===== config.mk =====
export PLATFORM = sky130hd
export DESIGN_NAME = sim_dsp_simd_mac_flat
export DESIGN_NICKNAME = d
export VERILOG_FILES = /design/src/rtl/sim_dsp_simd_mac_if.sv /design/src/rtl/sim_dsp_simd_mac.sv /design/src/flat_wrapper.sv
export SDC_FILE = /design/constraint.sdc
export NUM_CORES = 1
export LEC_CHECK = 0
export ABC_AREA = 1
export CORE_MARGIN = 5
export CORE_UTILIZATION = 60
export DETAILED_ROUTE_END_ITERATION = 10
export DONT_BUFFER_PORTS = 1
export PLACE_DENSITY = 0.76
export RECOVER_POWER = 100
export REMOVE_ABC_BUFFERS = 1
export SYNTH_ARGS = -nofsm -noshare
export SYNTH_HDL_FRONTEND = slang
export SYNTH_SLANG_ARGS = --single-unit
export TNS_END_PERCENT = 1

===== constraint.sdc =====
create_clock -name clk -period 12.57 [get_ports clk]
set_input_delay 3.771 -clock clk [delete_from_list [all_inputs] [get_ports clk]]
set_output_delay 3.771 -clock clk [all_outputs]
set_load 0.01 [all_outputs]

===== src/rtl/sim_dsp_simd_mac_if.sv =====
// Bundle of the sample-in / result-out signals of the SIMD multiply-accumulate.
// The master drives samples and control; the slave (the MAC) returns results.
interface sim_dsp_simd_mac_if #(
  parameter int NUM_CH = 2,
  parameter int A_W    = 10,
  parameter int B_W    = 9,
  parameter int Z_W    = 19
);
  logic                  in_valid_i;
  logic [NUM_CH*A_W-1:0] a_i;
  logic [NUM_CH*B_W-1:0] b_i;
  logic                  unsigned_a_i;
  logic                  unsigned_b_i;
  logic                  acc_en_i;
  logic [NUM_CH-1:0]     load_acc_i;
  logic                  subtract_i;
  logic                  out_valid_o;
  logic [NUM_CH*Z_W-1:0] z_o;
  logic [NUM_CH-1:0]     ovf_o;

  modport master (
    output in_valid_i, a_i, b_i, unsigned_a_i, unsigned_b_i,
           acc_en_i, load_acc_i, subtract_i,
    input  out_valid_o, z_o, ovf_o
  );

  modport slave (
    input  in_valid_i, a_i, b_i, unsigned_a_i, unsigned_b_i,
           acc_en_i, load_acc_i, subtract_i,
    output out_valid_o, z_o, ovf_o
  );
endinterface


===== src/rtl/sim_dsp_simd_mac.sv =====
// N-lane SIMD multiply-accumulate with a fixed 3-stage pipeline:
// S1 operand capture, S2 signed/unsigned product, S3 accumulate, shift,
// saturate or truncate, and output register. One sample per cycle, no stall.
module sim_dsp_simd_mac #(
  parameter int NUM_CH      = 2,
  parameter int A_W         = 10,
  parameter int B_W         = 9,
  parameter int ACC_W       = 32,
  parameter int Z_W         = 19,
  parameter int SHIFT_RIGHT = 0,
  parameter int SATURATE    = 0
) (
  input logic               clk,
  input logic               rst,
  sim_dsp_simd_mac_if.slave bus
);
  // The true product of (A_W+1)x(B_W+1) extended operands always fits in
  // A_W+B_W+1 signed bits, so the multiply is carried out modulo 2^P_W.
  localparam int P_W = A_W + B_W + 1;

  // Stage 1 registers
  logic                  s1_valid;
  logic [NUM_CH*A_W-1:0] s1_a;
  logic [NUM_CH*B_W-1:0] s1_b;
  logic                  s1_ua;
  logic                  s1_ub;
  logic                  s1_acc_en;
  logic                  s1_sub;
  logic [NUM_CH-1:0]     s1_load;

  // Stage 2 registers
  logic                  s2_valid;
  logic                  s2_acc_en;
  logic                  s2_sub;
  logic [NUM_CH-1:0]     s2_load;
  logic signed [P_W-1:0] s2_prod [NUM_CH];

  // Stage 3 registers
  logic signed [ACC_W-1:0] acc [NUM_CH];
  logic                    out_valid_q;
  logic [NUM_CH*Z_W-1:0]   z_q;
  logic [NUM_CH-1:0]       ovf_q;

  // Combinational helpers
  logic signed [P_W-1:0]   ext_a    [NUM_CH];
  logic signed [P_W-1:0]   ext_b    [NUM_CH];
  logic signed [P_W-1:0]   prod     [NUM_CH];
  logic signed [ACC_W-1:0] p_ext    [NUM_CH];
  logic signed [ACC_W-1:0] acc_nxt  [NUM_CH];
  logic signed [ACC_W-1:0] res      [NUM_CH];
  logic [NUM_CH-1:0]       restart;
  logic [NUM_CH-1:0]       fits;
  logic [NUM_CH*Z_W-1:0]   z_nxt;
  logic [NUM_CH-1:0]       ovf_nxt;

  assign bus.out_valid_o = out_valid_q;
  assign bus.z_o         = z_q;
  assign bus.ovf_o       = ovf_q;

  // S1: capture operands and control only for valid samples; valid always follows the input
  always_ff @(posedge clk) begin
    // NOTE: registers are written with non-blocking assignments so every stage samples pre-edge values.
    if (rst) begin
      s1_valid  <= 1'b0;
      s1_a      <= '0;
      s1_b      <= '0;
      s1_ua     <= 1'b0;
      s1_ub     <= 1'b0;
      s1_acc_en <= 1'b0;
      s1_sub    <= 1'b0;
      s1_load   <= '0;
    end else begin
      s1_valid <= bus.in_valid_i;
      if (bus.in_valid_i) begin
        s1_a      <= bus.a_i;
        s1_b      <= bus.b_i;
        s1_ua     <= bus.unsigned_a_i;
        s1_ub     <= bus.unsigned_b_i;
        s1_acc_en <= bus.acc_en_i;
        s1_sub    <= bus.subtract_i;
        s1_load   <= bus.load_acc_i;
      end
    end
  end

  // S2 datapath: sign- or zero-extend each lane's operands and multiply
  always_comb begin
    for (int k = 0; k < NUM_CH; k++) begin
      ext_a[k] = $signed({{(P_W-A_W){~s1_ua & s1_a[k*A_W+A_W-1]}}, s1_a[k*A_W +: A_W]});
      ext_b[k] = $signed({{(P_W-B_W){~s1_ub & s1_b[k*B_W+B_W-1]}}, s1_b[k*B_W +: B_W]});
      prod[k]  = ext_a[k] * ext_b[k];
    end
  end

  // S2: register products and the control that S3 needs
  always_ff @(posedge clk) begin
    if (rst) begin
      s2_valid  <= 1'b0;
      s2_acc_en <= 1'b0;
      s2_sub    <= 1'b0;
      s2_load   <= '0;
      for (int k = 0; k < NUM_CH; k++) s2_prod[k] <= '0;
    end else begin
      s2_valid  <= s1_valid;
      s2_acc_en <= s1_acc_en;
      s2_sub    <= s1_sub;
      s2_load   <= s1_load;
      for (int k = 0; k < NUM_CH; k++) s2_prod[k] <= prod[k];
    end
  end

  // S3 datapath: next accumulator, shifted result, clamp or truncate, sticky overflow
  always_comb begin
    // NOTE: every output of this block gets a value before any branch, so no latch is inferred.
    z_nxt   = '0;
    ovf_nxt = '0;
    restart = '0;
    fits    = '0;
    for (int k = 0; k < NUM_CH; k++) begin
      p_ext[k]   = s2_sub ? -ACC_W'(s2_prod[k]) : ACC_W'(s2_prod[k]);
      restart[k] = ~s2_acc_en | s2_load[k];
      acc_nxt[k] = restart[k] ? p_ext[k] : acc[k] + p_ext[k];
      res[k]     = acc_nxt[k] >>> SHIFT_RIGHT;
      // Fits in Z_W signed bits when every bit above the result sign bit matches it.
      fits[k]    = (&res[k][ACC_W-1:Z_W-1]) | ~(|res[k][ACC_W-1:Z_W-1]);
      if (SATURATE != 0 && !fits[k]) begin
        z_nxt[k*Z_W +: Z_W] = res[k][ACC_W-1] ? {1'b1, {(Z_W-1){1'b0}}}
                                              : {1'b0, {(Z_W-1){1'b1}}};
      end else begin
        z_nxt[k*Z_W +: Z_W] = res[k][Z_W-1:0];
      end
      // A restart clears the flag, but an overflow on that same sample still sets it.
      ovf_nxt[k] = (ovf_q[k] & ~restart[k]) | ~fits[k];
    end
  end

  // S3: update accumulators and outputs only for valid samples; bubbles hold everything
  always_ff @(posedge clk) begin
    // NOTE: the accumulators are plain registers, not a memory, so they are reset with the rest.
    if (rst) begin
      out_valid_q <= 1'b0;
      z_q         <= '0;
      ovf_q       <= '0;
      for (int k = 0; k < NUM_CH; k++) acc[k] <= '0;
    end else begin
      out_valid_q <= s2_valid;
      if (s2_valid) begin
        z_q   <= z_nxt;
        ovf_q <= ovf_nxt;
        for (int k = 0; k < NUM_CH; k++) acc[k] <= acc_nxt[k];
      end
    end
  end
endmodule


===== src/flat_wrapper.sv =====
// flat-port wrapper written by rule: the top's interface ports become plain ports
module sim_dsp_simd_mac_flat 
#(
  parameter int NUM_CH      = 2,
  parameter int A_W         = 10,
  parameter int B_W         = 9,
  parameter int ACC_W       = 32,
  parameter int Z_W         = 19,
  parameter int SHIFT_RIGHT = 0,
  parameter int SATURATE    = 0
)
  (clk, rst, bus_in_valid_i, bus_a_i, bus_b_i, bus_unsigned_a_i, bus_unsigned_b_i, bus_acc_en_i, bus_load_acc_i, bus_subtract_i, bus_out_valid_o, bus_z_o, bus_ovf_o);
  sim_dsp_simd_mac_if #(.NUM_CH(NUM_CH), .A_W(A_W), .B_W(B_W), .Z_W(Z_W)) bus_i ();
  input logic clk;
  input logic rst;
  input wire logic [$bits(bus_i.in_valid_i)-1:0] bus_in_valid_i;
  input wire logic [$bits(bus_i.a_i)-1:0] bus_a_i;
  input wire logic [$bits(bus_i.b_i)-1:0] bus_b_i;
  input wire logic [$bits(bus_i.unsigned_a_i)-1:0] bus_unsigned_a_i;
  input wire logic [$bits(bus_i.unsigned_b_i)-1:0] bus_unsigned_b_i;
  input wire logic [$bits(bus_i.acc_en_i)-1:0] bus_acc_en_i;
  input wire logic [$bits(bus_i.load_acc_i)-1:0] bus_load_acc_i;
  input wire logic [$bits(bus_i.subtract_i)-1:0] bus_subtract_i;
  output wire logic [$bits(bus_i.out_valid_o)-1:0] bus_out_valid_o;
  output wire logic [$bits(bus_i.z_o)-1:0] bus_z_o;
  output wire logic [$bits(bus_i.ovf_o)-1:0] bus_ovf_o;
  assign bus_i.in_valid_i = bus_in_valid_i;
  assign bus_i.a_i = bus_a_i;
  assign bus_i.b_i = bus_b_i;
  assign bus_i.unsigned_a_i = bus_unsigned_a_i;
  assign bus_i.unsigned_b_i = bus_unsigned_b_i;
  assign bus_i.acc_en_i = bus_acc_en_i;
  assign bus_i.load_acc_i = bus_load_acc_i;
  assign bus_i.subtract_i = bus_subtract_i;
  assign bus_out_valid_o = bus_i.out_valid_o;
  assign bus_z_o = bus_i.z_o;
  assign bus_ovf_o = bus_i.ovf_o;
  sim_dsp_simd_mac #(.NUM_CH(NUM_CH), .A_W(A_W), .B_W(B_W), .ACC_W(ACC_W), .Z_W(Z_W), .SHIFT_RIGHT(SHIFT_RIGHT), .SATURATE(SATURATE)) u_core (.clk(clk), .rst(rst), .bus(bus_i));
endmodule

==> results.cfg, run 1 <==
[worst_hold_path]
whs_path_depth = 2
hp-class = reg -> reg
hold_start = u_core.s1_valid

[sta]
worst_pin_slew_ps = 4214
fin_crit_sh_pct = 68.90
final-setup-viol-count = 0
whs_ps = 416.5
clock.fmax_mhz = 115.5
worst_slew_margin_rel_pct = -181.0
clock_skew_ps = 10.90
setup_tns_ps = 0
rsz0062_at_grt = no
slew_viol_final = 333
setup_ws_ps = 3910
hold_violations = 0
period_needed_ps = 8660

[synth]
synthArstFlopShare_pct = 0
mappedNetlistArea_um2 = 21800
synth_fa_ha_area_share_pct = 26.92
yosysSeqAreaShare_pct = 20.84
synth_top_family_by_area = simple AND/OR/NAND/NOR gates
avgSynthCellArea_um2 = 6.916
ys_types = 55
ys_ff_latch = 195
postSynthCellCount = 3153
synth_compound_area_share_pct = 7.919
ys_warn_count = 0
synth_flop_cell = dfxtp_1
synthXorXnorAreaFrac_pct = 2.617
synth-simple-area-share_pct = 27.64
synth-edff-count = 64
synth_mux_area_share_pct = 0.09181

[critical_path]
worstPathRequired_ps = 12300
critPathBufInv = 2
critPathMaxFanout = 50
cp.depth = 3
slowest_stage = nor2_1
timing.rr.start = u_core.s2_valid
path_class = in -> reg
cp.arrival_ps = 8390
cpPeakStageDelay_ps = 2040
r2r_cells = 3
endpoint_kind = register
startpoint = rst
path_cells = nor2_1, inv_1, clkbuf_1
path_delay_family = buffers and inverters
crit_path_start_kind = primary input

[grt]
antenna_found_initial = 0
grt_pass1_wl_um = 94070
grt-ovfl-total = 0
grt_usage_pct = 28.57
grt_pass1_vias = 18710
grt_max_degree = 95

[placed_design]
dpl.cell_count = 3535
io_buffers = 0
dpl.hpwl_um = 45290
place_ws_ps = 6811
place_congestion = 0.9353

[job]
timing.max_cap.violations = 6

[routing]
vias = 19010
wl_met3_um = 3224
wl_met2_um = 27380
route.detailed.drc = 0
wire_per_inst_um = 16.03
m1WireLength_um = 24910
dr.max_layer_used = met4
viasPerCell = 5.328
ant_nets = 0
wirelength_um = 57170
drt_iter0_drc = 1296
drt_first_pass_iters = 5

[clocking]
postCtsSetupBuffers = 0
ctsResizeCount = 0
tritoncts = done
cts_root_buf = clkbuf_16
cts_made_buffers = 17
clk_path_buf_depth = 2
htree_levels = 4
clkLatencyLatePin_ps = 470
clk_pin_slew_worst_paths_ps = 80
cts_hold_buf = 0
cts_sinks = 195

[floorplanning]
initial_core_util_pct = 61.01
die_w_um = 200.6
dieArea_um2 = 40250
rows = 69
ios = 88
core_area_um2 = 35740
die_h_um = 200.6

[power]
p_per_area_nw_per_um2 = 125.5
irDropWorstVdd_mv = 0.1276
p_leak_uw = 0.01265
total_power_uw = 2836

[layout]
fin_nets = 3494
syn_to_final_growth_pct = 3.626
fin_cells = 3567
diodes = 0
drive_above_1_share_pct = 5.216
fill_cells = 3393

[outcome]
status = finished with violations
violations = capacitance limit, slew limit
synth_stat cells, types with 2 or more instances:
library cell | instances | area (um^2)
nand2_1 | 864 | 3243
inv_1 | 691 | 2594
nor2_1 | 297 | 1115
fa_1 | 192 | 3844
ha_1 | 162 | 2027
o21ai_0 | 137 | 685.7
a21oi_1 | 132 | 660.6
dfxtp_1 | 131 | 2623
nand3_1 | 104 | 520.5
clkbuf_1 | 72 | 270.3
edfxtp_1 | 64 | 1922
xor2_1 | 32 | 280.3
nand2_2 | 31 | 193.9
xnor2_1 | 30 | 262.8
nor2_2 | 27 | 168.9
nand4_1 | 25 | 156.4
inv_2 | 15 | 56.30
nand3_2 | 14 | 140.1
or2_2 | 14 | 87.58
nor2_4 | 12 | 135.1
and2_1 | 10 | 62.56
buf_2 | 9 | 45.04
a31oi_1 | 8 | 50.05
nor3_1 | 8 | 40.04
a21oi_2 | 6 | 52.55
nand2_4 | 5 | 56.30
o21a_1 | 5 | 37.54
o21ai_1 | 5 | 25.02
o21bai_1 | 5 | 37.54
clkinv_1 | 4 | 15.01
o22a_1 | 4 | 35.03
o31ai_1 | 4 | 30.03
a21o_1 | 3 | 22.52
buf_6 | 3 | 33.78
nand3b_1 | 3 | 22.52
a21boi_0 | 2 | 15.01
and2_4 | 2 | 17.52
and3_1 | 2 | 12.51
mux2i_1 | 2 | 20.02
or2_1 | 2 | 12.51
stage by stage:
stage	instance area, um^2	util (%)
4_1_cts	22640	63.36
2_1_floorplan	21430	-
5_1_grt	22600	63.22
3_3_place_gp	22070	61.76
3_5_place_dp	22070	61.76
6_report	22600	63.22
cell usage in the layout, fill, tap and decap left out, drive strengths merged, types with 5 or more instances in the layout:
cell type / Yosys / final
nor2: 336 / 336
inv: 707 / 714
dfxtp: 131 / 131
xor2: 33 / 33
nand4: 25 / 25
o21bai: 6 / 6
clkbuf: 72 / 23
edfxtp: 64 / 64
and2: 12 / 12
o21ai: 143 / 143
o21a: 5 / 5
ha: 162 / 162
a21oi: 138 / 138
nand2: 900 / 900
fa: 192 / 192
nand3: 119 / 119
clkinv: 4 / 11
xnor2: 30 / 30
a31oi: 9 / 9
or2: 16 / 16
nor3: 9 / 9
sequential cells by signal, summed over array words and instances (netlist names), 2 cells and up:
register          cells
u_core.s1_a          20
u_core.s1_b          18
u_core.bus.z_o       38
u_core.bus.ovf_o      2
u_core.s1_load        2
u_core.acc           64
u_core.s2_load        2
u_core.s2_prod       40
area by class of cell:
| cell class | instances | area (um^2) | area share (%) |
|---|---|---|---|
| clock buffer | 18 | 429.2 | 1.899 |
| clock inverter | 14 | 141.4 | 0.6257 |
| inverter | 711 | 2671 | 11.82 |
| multi-input combinational | 2160 | 14190 | 62.81 |
| sequential | 195 | 4544 | 20.11 |
| tap | 461 | 576.8 | 2.553 |
| timing repair buffer | 8 | 41.29 | 0.1827 |
cells by family after synthesis:
kind of cell / after synthesis
fa+ha+maj: 354
mux: 2
flops: 195
xor+xnor: 63
buf+inv: 798
simple gates: 1424
compound gates: 317
routing by layer:
layer | track usage (%) | vias up
met5 | 0 | -
met4 | 9.317 | 0
met3 | 4.006 | 108
met2 | 48.66 | 561
met1 | 37.80 | 8958
li1 | - | 9378
worst min-delay path, cell delays in order (launching register included):
cell and delay [ps]:
dfxtp_1 300, inv_1 40, nor2_1 40
power by group:
group | total [uW] | switching (uW) | internal [uW]
logic | 1470 | 971 | 494
clock network | 558 | 294 | 264
registers | 812 | 97.6 | 715
total | 2840 | 1360 | 1470
path summary, 6_finish.rpt:
kind / to / slack, ps
setup reg to reg: u_core.acc[0][25] / 6750
setup / recovery: u_core.acc[0][25] / 3910
hold / removal: u_core.s2_valid / 420
hold reg to reg: u_core.s2_valid / 420
No activity file was read; power rests on OpenSTA's default activity.
==> run 2: changes to the inputs <==
- PLACE_DENSITY: 0.76 -> 0.79
- clock period: 12.57 -> 7.5 ns (I/O delays scaled with it)
==> run 2 against run 1 <==
The run still ends with capacitance limit, slew limit left. Die area did not move. Final cell count is the same. Sequential cell count did not move. Sequential share of layout area about the same. Non-clock buffer count is the same. Worst setup slack got worse by 2800 ps.
==> results.cfg, run 2 (synthesis results as in run 1) <==
[power]
pwr-share-comb_pct = 51.9
irDropWorstVdd_mv = 0.2172
p_leak_uw = 0.01264
intPower_uw = 2464
pwr-share-clk_pct = 19.6
switching_share_pct = 48.12
total_power_uw = 4751
power_frac_seq_pct = 28.6
p_per_area_nw_per_um2 = 210.5
p_switching_uw = 2286

[critical_path]
slowest_stage = nor2_1
path_cells = nor2_1, inv_1, buf_4
critPathMaxFanout = 45
crit_path_start_kind = primary input
path_delay_family = simple AND/OR/NAND/NOR gates
r2r-end = u_core.s2_prod[0][37]
rrSetupSlack_ps = 1870
r2r_cells = 21
cp.arrival_ps = 6530
endpoint_kind = register
cpPeakStageDelay_ps = 2200
worstPathRequired_ps = 7630
timing.rr.start = u_core.s1_b[17]
critPathBufInv = 2
path_class = in -> reg

[clocking]
cts_made_buffers = 17
ctsResizeCount = 0
tritoncts = done
clk_path_buf_depth = 2
cts_root_buf = clkbuf_16
postCtsSetupBuffers = 0
htree_levels = 4
clk_pin_slew_worst_paths_ps = 80
cts_sinks = 195
cts_hold_buf = 0
clkLatencyLatePin_ps = 460

[grt]
grt_usage_pct = 28.48
antenna_found_initial = 0
grt-ovfl-total = 0
grt_pass1_vias = 19090
grt_pass1_wl_um = 94230
grt_max_degree = 52

[floorplanning]
rows = 69
core_area_um2 = 35740
dieArea_um2 = 40250
die_h_um = 200.6
die_w_um = 200.6
initial_core_util_pct = 61.01
ios = 88

[sta]
rsz0062_at_grt = no
worst_pin_slew_ps = 3020
hold_violations = 0
setup_tns_ps = 0
period_needed_ps = 6404
whs_ps = 407.5
worst_slew_margin_rel_pct = -102.1
clock.fmax_mhz = 156.2
final-setup-viol-count = 0
slew_viol_final = 219
clock_skew_ps = 19.19
fin_crit_sh_pct = 85.39

[routing]
vias = 19120
drt_iter0_drc = 1261
wirelength_um = 56970
viasPerCell = 5.359
route.detailed.drc = 0
wire_per_inst_um = 15.97
ant_nets = 0
drt_first_pass_iters = 6

[worst_hold_path]
min_to = u_core.s2_valid
hold_start = u_core.s1_valid
whs_path_depth = 2
hp-class = reg -> reg

[layout]
fin_nets = 3494
final_common_cell = nand2_1
drive_above_1_share_pct = 4.990
fill_cells = 3319
regMostFlops = u_core.acc
diodes = 0
largest_register_ffs = 64
syn_to_final_growth_pct = 3.494
most-common-layout-cells = nand2_1 (870), inv_1 (692), nor2_1 (299)

[placed_design]
dpl.hpwl_um = 45510
io_buffers = 0
place_congestion = 0.9616

[job]
timing.max_cap.violations = 5

[outcome]
status = finished with violations
violations = capacitance limit, slew limit
==> run 2: cell types whose count changed in the layout (fill, tap and decap cells not counted), sizes merged <==
cell / delta
clkinv: -4
clkinvlp: +1
clkbuf: -2
buf: +2
inv: +3
==> run 2: how the worst max path moves through the flow <==
| stage | start | to | slack (ps) | depth (start not counted) |
|---|---|---|---|---|
| 4_1_cts | u_core.s1_ua | u_core.s2_prod[0][38] | 2050 | 23 |
| 3_5_place_dp | u_core.s1_ua | u_core.s2_prod[0][38] | 2080 | 23 |
| 3_3_place_gp | u_core.s1_ua | u_core.s2_prod[0][38] | 2170 | 23 |
| 2_1_floorplan | rst | u_core.acc[0][0] | 2180 | 2 |
| 6_report | rst | u_core.acc[0][62] | 1100 | 3 |
| 5_1_grt | rst | u_core.acc[0][62] | 810 | 3 |
==> run 2: worst min-delay path: cells and delay by family, from the launching register on <==
family,cells,cell delay (ps)
AND/OR/NAND/NOR,1,30
buffers and inverters,1,40
flip-flops,1,300
==> run 2: final cells by class <==
type	count	area (um^2)	area share [%]
well taps	461	576.8	2.556
multi-input cells	2160	14160	62.76
flip-flops and latches	195	4544	20.14
clock inverters	14	132.6	0.5877
inverters	711	2671	11.84
repair buffers	8	48.80	0.2162
clock buffers	18	429.2	1.902
==> run 2: through the flow <==
step                cells  utilization (%)  cell area, um^2  setup slack, ps
finish               3567            63.14            22570             1096
floorplan            3066                -            21430             2184
CTS                  3567            63.33            22640             2052
global placement     3535            61.76            22070             2166
global route         3567            63.14            22570            812.6
detailed placement   3535            61.76            22070             2082
==> run 2: power by group through the flow <==
| stage | registers, uW | clock network (uW) | logic, uW |
|---|---|---|---|
| floorplan | 1310 | 0 | 1870 |
| global placement | 1370 | 0 | 2380 |
| detailed placement | 1380 | 0 | 2440 |
| CTS | 1350 | 938 | 2460 |
| global route | 1370 | 983 | 2810 |
| finish | 1360 | 930 | 2460 |
==> run 2: per-layer routing <==
layer | GRT usage [%] | share of wire [%] | wire length (um) | vias up
li1 | - | - | - | 9377
met1 | 36.59 | 42 | 24180 | 8945
met2 | 48.34 | 47 | 26760 | 658
met3 | 5.024 | 6.7 | 3833 | 136
met4 | 10.69 | 3.9 | 2198 | 0
met5 | 0 | 0 | 0 | -
==> run 3: changes to the inputs <==
- CTS_CLUSTER_DIAMETER: not set -> 200
==> results of run 3 <==
No change in the layout: final DEF, timing and power equal those of run 2.
==> edit (config.mk and constraints of run 1) <==
`A_W` is set to 10 in 3 places; all go to 20.
--- a/src/rtl/sim_dsp_simd_mac_if.sv
+++ b/src/rtl/sim_dsp_simd_mac_if.sv
@@ -3,5 +3,5 @@
 interface sim_dsp_simd_mac_if #(
   parameter int NUM_CH = 2,
-  parameter int A_W    = 10,
+  parameter int A_W    = 20,
   parameter int B_W    = 9,
   parameter int Z_W    = 19
--- a/src/rtl/sim_dsp_simd_mac.sv
+++ b/src/rtl/sim_dsp_simd_mac.sv
@@ -4,5 +4,5 @@
 module sim_dsp_simd_mac #(
   parameter int NUM_CH      = 2,
-  parameter int A_W         = 10,
+  parameter int A_W         = 20,
   parameter int B_W         = 9,
   parameter int ACC_W       = 32,
--- a/src/flat_wrapper.sv
+++ b/src/flat_wrapper.sv
@@ -3,5 +3,5 @@
 #(
   parameter int NUM_CH      = 2,
-  parameter int A_W         = 10,
+  parameter int A_W         = 20,
   parameter int B_W         = 9,
   parameter int ACC_W       = 32,
Ports: changed (resized bus_a_i); port bits go from 88 to 108. No check against the original RTL was run, so the function may have changed too.
==> edit against run 1 <==
Fmax grew 2.7%. Largest power group unchanged. Routed wire length rose by 27%. Critical path depth unchanged. Sequential cell count rose by 40. Worst setup slack improved by 230 ps. Total power up 33%. Area after synthesis up 36%. The run still ends with max-capacitance violations, max-slew violations left. Design area grew 37%. Final cell count increased by 34%. Sequential power up 24%.
==> edit: results (changes against run 1) <==
* Clock buffer depth at 3 (+1)
* P_int at 2.03 mW (+37%)
* Clock transition at path regs at 60 ps (-20 ps)
* Leakage power figure at 16.7 nW (+32%)
* Global-route track usage on met3 at 4.78% (+0.77 points)
* Fraction of final layout cells sized beyond drive strength 1 at 4.39% (-0.83 points)
* Share of the yosys chip area belonging to registers at 18.0% (-2.8 points)
* Power dissipated in sequential cells at 1.01 mW (+24%)
* Post-detail-place hpwl at 57100 um (+26%)
* CP Max Fanout at 46 (-8.0%)
* Tot Pwr at 3.78 mW (+33%)
* Overall global routing resource usage at 27.3% (-1.2 points)
* Post-detailed-placement cell area at 0.0300 sq mm (+36%)
* Max-cap violations at 5 (-1)
* Share of the synthesized netlist area taken by xor and xnor gates at 2.09% (-0.53 points)
* Met2 routed WL at 31600 um (+15%)
* Total detailed-routing wirelength at 72600 um (+27%)
* Routability Congestion at 0.992 (+6.0%)
* Number of pins exceeding their max-slew limit in the final report at 292 (-12%)
* Share of synthesized cell area in full adder, half adder and majority cells at 32.3% (+5.4 points)
* Worst reg2reg path depth at 23 (+20)
* H-tree levels at 1 (-3)
* Critical Path Max Stage Delay at 1880 ps (-160 ps)
* Unique masters post-synth at 50 (-9.1%)
* Count of nets after finishing at 4722 (+35%)
* Multiplexer fraction of the synthesized cell area at 0% (-0.092 points)
* Iteration count of the initial detailed-routing pass at 8 (+3)
* Failing checks: max-capacitance violations, max-slew violations
* Total length of routed met3 wires at 5670 um (+76%)
* Compound-Gate Fraction of Synth Area at 9.09% (+1.2 points)
* Outcome: finished, violations left
* Arrival time of the worst setup path at 8590 ps (+200 ps)
* Biggest area contributors in the synthesized netlist: sky130_fd_sc_hd__fa_1 24%, sky130_fd_sc_hd__nand2_1 14%, sky130_fd_sc_hd__inv_1 12%
==> edit: cell count changes after synthesis, moves of 58 or more <==
cell and delta:
sky130_fd_sc_hd__fa_1 +160, sky130_fd_sc_hd__inv_1 +249, sky130_fd_sc_hd__nor2_1 +94, sky130_fd_sc_hd__nand3_1 +58, sky130_fd_sc_hd__nand2_1 +221, sky130_fd_sc_hd__a21oi_1 +76
==> edit: path summary, 6_finish.rpt <==
kind	startpoint	to	slack, ps
max	rst	u_core.acc[0][41]	4140
min	u_core.s1_sub	u_core.s2_sub	410
max reg2reg	u_core.s1_b[17]	u_core.s2_prod[0][56]	5850
min reg2reg	u_core.s1_sub	u_core.s2_sub	410
==> edit: final cells by class <==
type	instances	area [sq um]	share of cell area, %
tap	664	831	2.69
clock inverter	13	120	0.389
timing repair buffer	12	75.1	0.243
clock buffer	41	801	2.59
inverter	951	3570	11.6
multi-input combinational	2872	20100	65.2
sequential	235	5350	17.3
